--- src/rtl/dpram_fifo_pkg.sv ---
// Shared constants and head-FSM state encoding for the dual-port-RAM FIFO controller.
package dpram_fifo_pkg;

    localparam int unsigned DATA_W_DEF = 128;
    localparam int unsigned ADDR_W_DEF = 3;

    typedef enum logic [1:0] {
        ST_EMPTY = 2'd0,
        ST_PEND  = 2'd1,
        ST_HOLD  = 2'd2
    } head_state_e;

endpackage

--- src/rtl/dpram_fifo_ctrl_if.sv ---
// Producer push / consumer pop handshake bundle for dpram_fifo_ctrl.
interface dpram_fifo_ctrl_if
    import dpram_fifo_pkg::*;
#(
    parameter int unsigned DATA_W = DATA_W_DEF
);

    logic              wr_valid;
    logic              wr_ready;
    logic [DATA_W-1:0] wr_data;
    logic              rd_valid;
    logic              rd_ready;
    logic [DATA_W-1:0] rd_data;

    modport master (
        output wr_valid, wr_data, rd_ready,
        input  wr_ready, rd_valid, rd_data
    );

    modport slave (
        input  wr_valid, wr_data, rd_ready,
        output wr_ready, rd_valid, rd_data
    );

endinterface

--- src/rtl/dpram_fifo_head.sv ---
// Head-word tracker: follows the word on the RAM read port (PEND) or parked in out_reg (HOLD).
module dpram_fifo_head
    import dpram_fifo_pkg::*;
#(
    parameter int unsigned DATA_W = DATA_W_DEF
) (
    input  logic              clk,
    input  logic              rst,
    input  logic              ram_avail,
    input  logic              rd_ready,
    input  logic [DATA_W-1:0] data_out_b,
    output logic              rd_valid,
    output logic [DATA_W-1:0] rd_data,
    output logic              issue
);

    head_state_e       state_q;
    logic [DATA_W-1:0] out_reg_q;
    logic              pop;

    assign rd_valid = (state_q != ST_EMPTY);
    assign pop      = rd_valid & rd_ready;
    assign issue    = ram_avail & ((state_q == ST_EMPTY) | pop);

    always_comb begin
        rd_data = '0;
        case (state_q)
            ST_PEND: rd_data = data_out_b;
            ST_HOLD: rd_data = out_reg_q;
            default: rd_data = '0;
        endcase
    end

    // The RAM output only shows the head for one cycle, so a stalled head is parked in out_reg.
    always_ff @(posedge clk) begin
        if (rst) begin
            state_q   <= ST_EMPTY;
            out_reg_q <= '0;
        end else begin
            case (state_q)
                ST_EMPTY: begin
                    if (issue) state_q <= ST_PEND;
                end
                ST_PEND: begin
                    if (pop) begin
                        state_q <= issue ? ST_PEND : ST_EMPTY;
                    end else begin
                        state_q   <= ST_HOLD;
                        out_reg_q <= data_out_b;
                    end
                end
                ST_HOLD: begin
                    if (pop) state_q <= issue ? ST_PEND : ST_EMPTY;
                end
                default: state_q <= ST_EMPTY;
            endcase
        end
    end

endmodule

--- src/rtl/dpram_fifo_ctrl.sv ---
// Show-ahead FIFO controller driving an external dual-port RAM (A write, B registered read).
// Optional level output enabled by defining DPRAM_FIFO_LEVEL_EN.
module dpram_fifo_ctrl
    import dpram_fifo_pkg::*;
#(
    parameter int unsigned DATA_W = DATA_W_DEF,
    parameter int unsigned ADDR_W = ADDR_W_DEF
) (
    input  logic              clk,
    input  logic              rst,
    dpram_fifo_ctrl_if.slave  fifo,
    output logic              wr_en_a,
    output logic [ADDR_W-1:0] addr_a,
    output logic [DATA_W-1:0] data_in_a,
    output logic              wr_en_b,
    output logic [ADDR_W-1:0] addr_b,
    output logic [DATA_W-1:0] data_in_b,
    input  logic [DATA_W-1:0] data_out_b
`ifdef DPRAM_FIFO_LEVEL_EN
    ,
    output logic [ADDR_W:0]   level
`endif
);

    localparam int unsigned CNT_W = ADDR_W + 1;
    localparam int unsigned DEPTH = 2 ** ADDR_W;

    logic [ADDR_W-1:0] wr_ptr_q, wr_ptr_d;
    logic [ADDR_W-1:0] rd_ptr_q, rd_ptr_d;
    logic [CNT_W-1:0]  ram_cnt_q, ram_cnt_d;
    logic              push;
    logic              issue;

    assign fifo.wr_ready = (ram_cnt_q != CNT_W'(DEPTH));
    assign push          = fifo.wr_valid & fifo.wr_ready;

    assign wr_en_a   = push;
    assign addr_a    = wr_ptr_q;
    assign data_in_a = fifo.wr_data;
    assign wr_en_b   = 1'b0;
    assign data_in_b = '0;
    assign addr_b    = rd_ptr_q;

    // ram_cnt counts words in the RAM only; the head word is tracked by the head FSM.
    always_comb begin
        wr_ptr_d  = wr_ptr_q;
        rd_ptr_d  = rd_ptr_q;
        ram_cnt_d = ram_cnt_q;
        if (push)  wr_ptr_d = wr_ptr_q + ADDR_W'(1);
        if (issue) rd_ptr_d = rd_ptr_q + ADDR_W'(1);
        case ({push, issue})
            2'b10:   ram_cnt_d = ram_cnt_q + CNT_W'(1);
            2'b01:   ram_cnt_d = ram_cnt_q - CNT_W'(1);
            default: ram_cnt_d = ram_cnt_q;
        endcase
    end

    always_ff @(posedge clk) begin
        if (rst) begin
            wr_ptr_q  <= '0;
            rd_ptr_q  <= '0;
            ram_cnt_q <= '0;
        end else begin
            wr_ptr_q  <= wr_ptr_d;
            rd_ptr_q  <= rd_ptr_d;
            ram_cnt_q <= ram_cnt_d;
        end
    end

    dpram_fifo_head #(
        .DATA_W (DATA_W)
    ) u_head (
        .clk        (clk),
        .rst        (rst),
        .ram_avail  (ram_cnt_q != '0),
        .rd_ready   (fifo.rd_ready),
        .data_out_b (data_out_b),
        .rd_valid   (fifo.rd_valid),
        .rd_data    (fifo.rd_data),
        .issue      (issue)
    );

`ifdef DPRAM_FIFO_LEVEL_EN
    assign level = ram_cnt_q + CNT_W'(fifo.rd_valid);
`endif

endmodule

--- src/flat_wrapper.sv ---
// flat-port wrapper written by rule: the top's interface ports become plain ports
module dpram_fifo_ctrl_flat import dpram_fifo_pkg::*;
#(
    parameter int unsigned DATA_W = DATA_W_DEF,
    parameter int unsigned ADDR_W = ADDR_W_DEF
)
  (clk, rst, wr_en_a, addr_a, data_in_a, wr_en_b, addr_b, data_in_b, data_out_b, fifo_wr_valid, fifo_wr_data, fifo_rd_ready, fifo_wr_ready, fifo_rd_valid, fifo_rd_data);
  dpram_fifo_ctrl_if #(.DATA_W(DATA_W)) fifo_i ();
  input  logic clk;
  input  logic rst;
  output logic wr_en_a;
  output logic [ADDR_W-1:0] addr_a;
  output logic [DATA_W-1:0] data_in_a;
  output logic wr_en_b;
  output logic [ADDR_W-1:0] addr_b;
  output logic [DATA_W-1:0] data_in_b;
  input  logic [DATA_W-1:0] data_out_b;
  input wire logic [$bits(fifo_i.wr_valid)-1:0] fifo_wr_valid;
  input wire logic [$bits(fifo_i.wr_data)-1:0] fifo_wr_data;
  input wire logic [$bits(fifo_i.rd_ready)-1:0] fifo_rd_ready;
  output wire logic [$bits(fifo_i.wr_ready)-1:0] fifo_wr_ready;
  output wire logic [$bits(fifo_i.rd_valid)-1:0] fifo_rd_valid;
  output wire logic [$bits(fifo_i.rd_data)-1:0] fifo_rd_data;
  assign fifo_i.wr_valid = fifo_wr_valid;
  assign fifo_i.wr_data = fifo_wr_data;
  assign fifo_i.rd_ready = fifo_rd_ready;
  assign fifo_wr_ready = fifo_i.wr_ready;
  assign fifo_rd_valid = fifo_i.rd_valid;
  assign fifo_rd_data = fifo_i.rd_data;
  dpram_fifo_ctrl #(.DATA_W(DATA_W), .ADDR_W(ADDR_W)) u_core (.clk(clk), .rst(rst), .fifo(fifo_i), .wr_en_a(wr_en_a), .addr_a(addr_a), .data_in_a(data_in_a), .wr_en_b(wr_en_b), .addr_b(addr_b), .data_in_b(data_in_b), .data_out_b(data_out_b));
endmodule
--- config.mk ---
export PLATFORM = sky130hd
export DESIGN_NAME = dpram_fifo_ctrl_flat
export DESIGN_NICKNAME = d
export VERILOG_FILES = /design/src/rtl/dpram_fifo_pkg.sv /design/src/rtl/dpram_fifo_ctrl_if.sv /design/src/rtl/dpram_fifo_head.sv /design/src/rtl/dpram_fifo_ctrl.sv /design/src/flat_wrapper.sv
export SDC_FILE = /design/constraint.sdc
export NUM_CORES = 1
export LEC_CHECK = 0
export ABC_CLOCK_PERIOD_IN_PS = 2700
export BUFFER_PORTS_ARGS = -buffer_cell sky130_fd_sc_hd__buf_2
export CAP_MARGIN = 10
export CORE_AREA = 2 2 251 253
export CTS_BUF_LIST = sky130_fd_sc_hd__clkbuf_16
export DETAILED_ROUTE_END_ITERATION = 8
export DIE_AREA = 0 0 253 255
export PLACE_DENSITY = 0.37
export SYNTH_ARGS = -nofsm -noshare
export SYNTH_HDL_FRONTEND = slang
export SYNTH_HIERARCHICAL = 1
export SYNTH_SLANG_ARGS = --single-unit
--- constraint.sdc ---
create_clock -name clk -period 2.7 [get_ports clk]
set_clock_uncertainty 0.15 [all_clocks]
set_input_delay 0.54 -clock clk [delete_from_list [all_inputs] [get_ports clk]]
set_output_delay 0.54 -clock clk [all_outputs]
set_load 0.005 [all_outputs]
==> results.py <==
metrics = {
    "place": {
        "pre_cts_slack_ps": -9.98,
        "dp_hpwl_mm": 25.8,
        "gp_congestion": 0.696,
        "placedCellCount": 2080,
        "port_buffers": 268,
        "dpl_cell_area_mm2": 0.0103,
    },
    "global_route": {
        "busiest_layer": "met2",
        "grtUsageTotal_pct": 12.0,
        "use_met3_pct": 5.37,
        "use_met1_pct": 13.3,
        "grt_antenna_before_repair": 9,
        "grt_pass1_wl_mm": 56.3,
        "grt_max_degree": 80,
        "grt_overflow": 0,
        "grt_pass1_vias": 8222,
        "grt_use_met2_pct": 19.4,
    },
    "critical_path": {
        "slowest_stage": "dfxtp_4",
        "critical-path-top-delay-family": "buffers and inverters",
        "critPathBufInv": 5,
        "crit_fanout": 17,
        "critPathKind": "register to output pin",
        "crit_arrival_ps": 1970,
        "cp.required_ps": 2010,
        "cp-start-kind": "register",
        "max_stage_delay_ps": 390,
        "end_kind": "output pin",
        "cp_cell_sequence": "inv_4 -> ha_4 -> buf_8 -> buf_12 -> buf_16 -> a22oi_2 -> nor2b_4 -> buf_2",
    },
    "synth": {
        "synth_seq_cells": 140,
        "synth_area_mm2": 0.00935,
        "syn_avg_cell_area_um2": 7.68,
        "yosysUniqueCellTypes": 36,
        "postSynthCellCount": 1217,
        "yosys_warnings": 6,
        "ys_seq_area_share_pct": 30.0,
    },
    "timing": {
        "setup_slack_ps": 38.1,
        "fin_hold_ws_ps": 161,
        "relSlewSlack_pct": 53.2,
        "maxSlewViolCount": 0,
        "worst_slew_pin_slew_ps": 702,
        "fin_crit_sh_pct": 98.6,
        "clock.fmax_mhz": 376,
        "hold_violations": 0,
        "setup-violations-final": 0,
        "rsz0062_at_grt": "yes",
        "finalCriticalPeriod_ps": 2660,
    },
    "clock_tree": {
        "cts_made_buffers": 17,
        "cts_hold_buf": 0,
        "clock_path_buffers": 2,
        "cts.sinks": 140,
        "htreeDepth": 4,
        "cts_root_buf": "clkbuf_16",
        "cts_tree": "done",
        "clk_pin_slew_ps": 70,
        "worstSkewPairLatency_ps": 480,
    },
    "worst_hold_path": {
        "min_path_type": "input pin to register",
    },
    "run_status": {
        "outcome": "finished, final reports clean",
    },
    "die": {
        "floorplan.initialDensity_pct": 15.0,
        "core_area_mm2": 0.0622,
        "row_count": 92,
        "pin_count": 654,
        "chipWidth_um": 253,
        "dieArea_mm2": 0.0645,
        "die_height_um": 255,
    },
    "drt": {
        "drt_iter0_drc": 477,
        "vias": 8914,
        "avgRoutedWirePerCell_um": 19.3,
        "first_pass_iters": 4,
        "drc": 0,
        "totalWireLength_mm": 41.5,
        "ant_nets": 0,
        "via_per_inst": 4.15,
    },
    "cells_and_area": {
        "final_nets": 1605,
        "layout-area-overhead-vs-synth_pct": 30.2,
        "drive_gt1_share_pct": 36.9,
        "fin_cells": 2150,
        "fin_util_pct": 19.6,
        "stdcell_area_mm2": 0.0122,
    },
    "job": {
        "drv_cap": 0,
    },
    "power": {
        "powerDensity_mw_per_mm2": 920,
        "peakVddDrop_mv": 0.510,
        "leakage_nw": 4.55,
    },
}
[where the power goes]
group,total (W),internal [W],leakage (nW),switching (W)
clock network,0.00236,0.00126,0.261,0.00110
registers,0.00273,0.00248,1.14,0.000249
logic,0.00611,0.00287,3.15,0.00324
total,0.0112,0.00662,4.55,0.00459
[state kept, by name (all words and copies together), names as in the netlist]
| signal | flops |
|---|---|
| u_core/addr_a | 3 |
| u_core/addr_b | 3 |
| u_core/ram_cnt_q | 4 |
| u_core/u_head/out_reg_q | 128 |
| u_core/u_head/state_q | 2 |
[worst paths after layout]
check	from	endpoint	slack, ps	cells past startpoint
setup reg to reg	u_core/ram_cnt_q[0]	u_core/ram_cnt_q[3]	120	9
hold reg to reg	u_core/u_head/out_reg_q[80]	u_core/u_head/out_reg_q[80]	330	2
hold / removal	data_out_b[114]	u_core/u_head/out_reg_q[114]	160	3
setup / recovery	u_core/u_head/state_q[1]	fifo_rd_data[47]	40	8
[kinds of logic (layout without fill, tap and decap cells)]
family,after synthesis,after routing,synth area share [%]
AOI/OAI and AO/OA,395,395,24.8
buffers and inverters,380,383,26.0
and+or+nand+nor,283,283,17.1
DFF,140,140,30.0
adders and majority gates,10,10,1.42
xor gates and xnor gates,6,6,0.562
muxes,2,2,0.214
other,1,132,0.0401
[Yosys cell counts]
master / instances / area (um2)
xnor2_1: 1 / 8.76
a22oi_1: 128 / 961
a21oi_1: 133 / 666
nor2_1: 11 / 41.3
ha_1: 9 / 113
buf_1: 5 / 18.8
conb_1: 1 / 3.75
nand3_1: 130 / 651
nand3_2: 1 / 10.0
inv_2: 1 / 3.75
and3_1: 1 / 6.26
o21ai_1: 63 / 315
fa_1: 1 / 20.0
o21ai_0: 65 / 325
a2bb2oi_1: 1 / 8.76
or4b_4: 1 / 13.8
xor2_1: 5 / 43.8
or4_1: 2 / 15.0
clkbuf_1: 90 / 338
dfxtp_1: 140 / 2800
buf_6: 1 / 11.3
nor3b_1: 1 / 7.51
nand2_1: 2 / 7.51
buf_2: 17 / 85.1
buf_4: 259 / 1940
o31ai_1: 1 / 7.51
nor2b_1: 129 / 807
o22ai_1: 1 / 6.26
a21oi_2: 1 / 8.76
o21a_1: 1 / 7.51
nand2_4: 1 / 11.3
inv_1: 7 / 26.3
or4_2: 1 / 8.76
mux2i_1: 2 / 20.0
o2bb2ai_1: 1 / 8.76
nand2b_1: 3 / 18.8
[metal layers]
metal	part of all wire [%]	up-vias	wire length, um
met3	9.4	82	3910
met5	0.12	-	49
li1	-	4105	-
met1	38	4309	16000
met2	49	410	20200
met4	3.2	8	1340
[cell type report]
class                      instances  area [um2]
fill                            6987       50000
sequential                       140        2810
timing repair buffer             343        2580
antenna                            3        7.51
clock buffer                      17         425
inverter                           8        37.5
clock inverter                    15         124
tap                              799        1000
multi-input combinational        825        5190
[through the flow]
stage | power [W] | TNS (ps)
global placement | 0.00723 | -17.9
floorplan | 0.00580 | 0
detailed placement | 0.00724 | -9.98
global route | 0.0120 | -1290
CTS | 0.0108 | -61.7
finish | 0.0112 | 0
[worst reg2reg max path, cell delays in order (launching register included)]
cell and delay, ps:
dfxtp_1 310, buf_4 150, or4b_4 580, nand2_4 120
ha_4 160, ha_4 210, a21oi_2 130, a21oi_1 90
or4_1 480, a21oi_1 130
[cells in the final DEF, fill, tap and decap left out, types with 3 or more instances in the layout]
| master | n |
|---|---|
| o21ai_1 | 63 |
| xor2_1 | 5 |
| inv_1 | 5 |
| bufbuf_16 | 3 |
| buf_16 | 11 |
| ha_4 | 5 |
| clkinvlp_4 | 5 |
| ha_1 | 4 |
| nor2_1 | 11 |
| o21ai_0 | 65 |
| buf_12 | 17 |
| dfxtp_1 | 138 |
| diode_2 | 3 |
| conb_1 | 129 |
| buf_2 | 266 |
| a22oi_2 | 86 |
| nor2b_1 | 110 |
| nand3_1 | 130 |
| clkinv_2 | 6 |
| buf_4 | 30 |
| nor2b_2 | 13 |
| a21oi_1 | 132 |
| clkbuf_16 | 24 |
| a22oi_1 | 42 |
| nor2b_4 | 6 |
| buf_6 | 7 |
| inv_6 | 3 |
| inv_4 | 3 |
[timing repair]
| item | 4_1_cts | 5_1_grt |
|---|---|---|
| resized for setup | 50 | 99 |
| gates cloned | 11 | 7 |
| endpoints found under the setup margin | 129 | 66 |
| setup buffers | 14 | 5 |
| pin swaps | 1 | 41 |
Note: power is estimated with default switching activity, not from simulation.
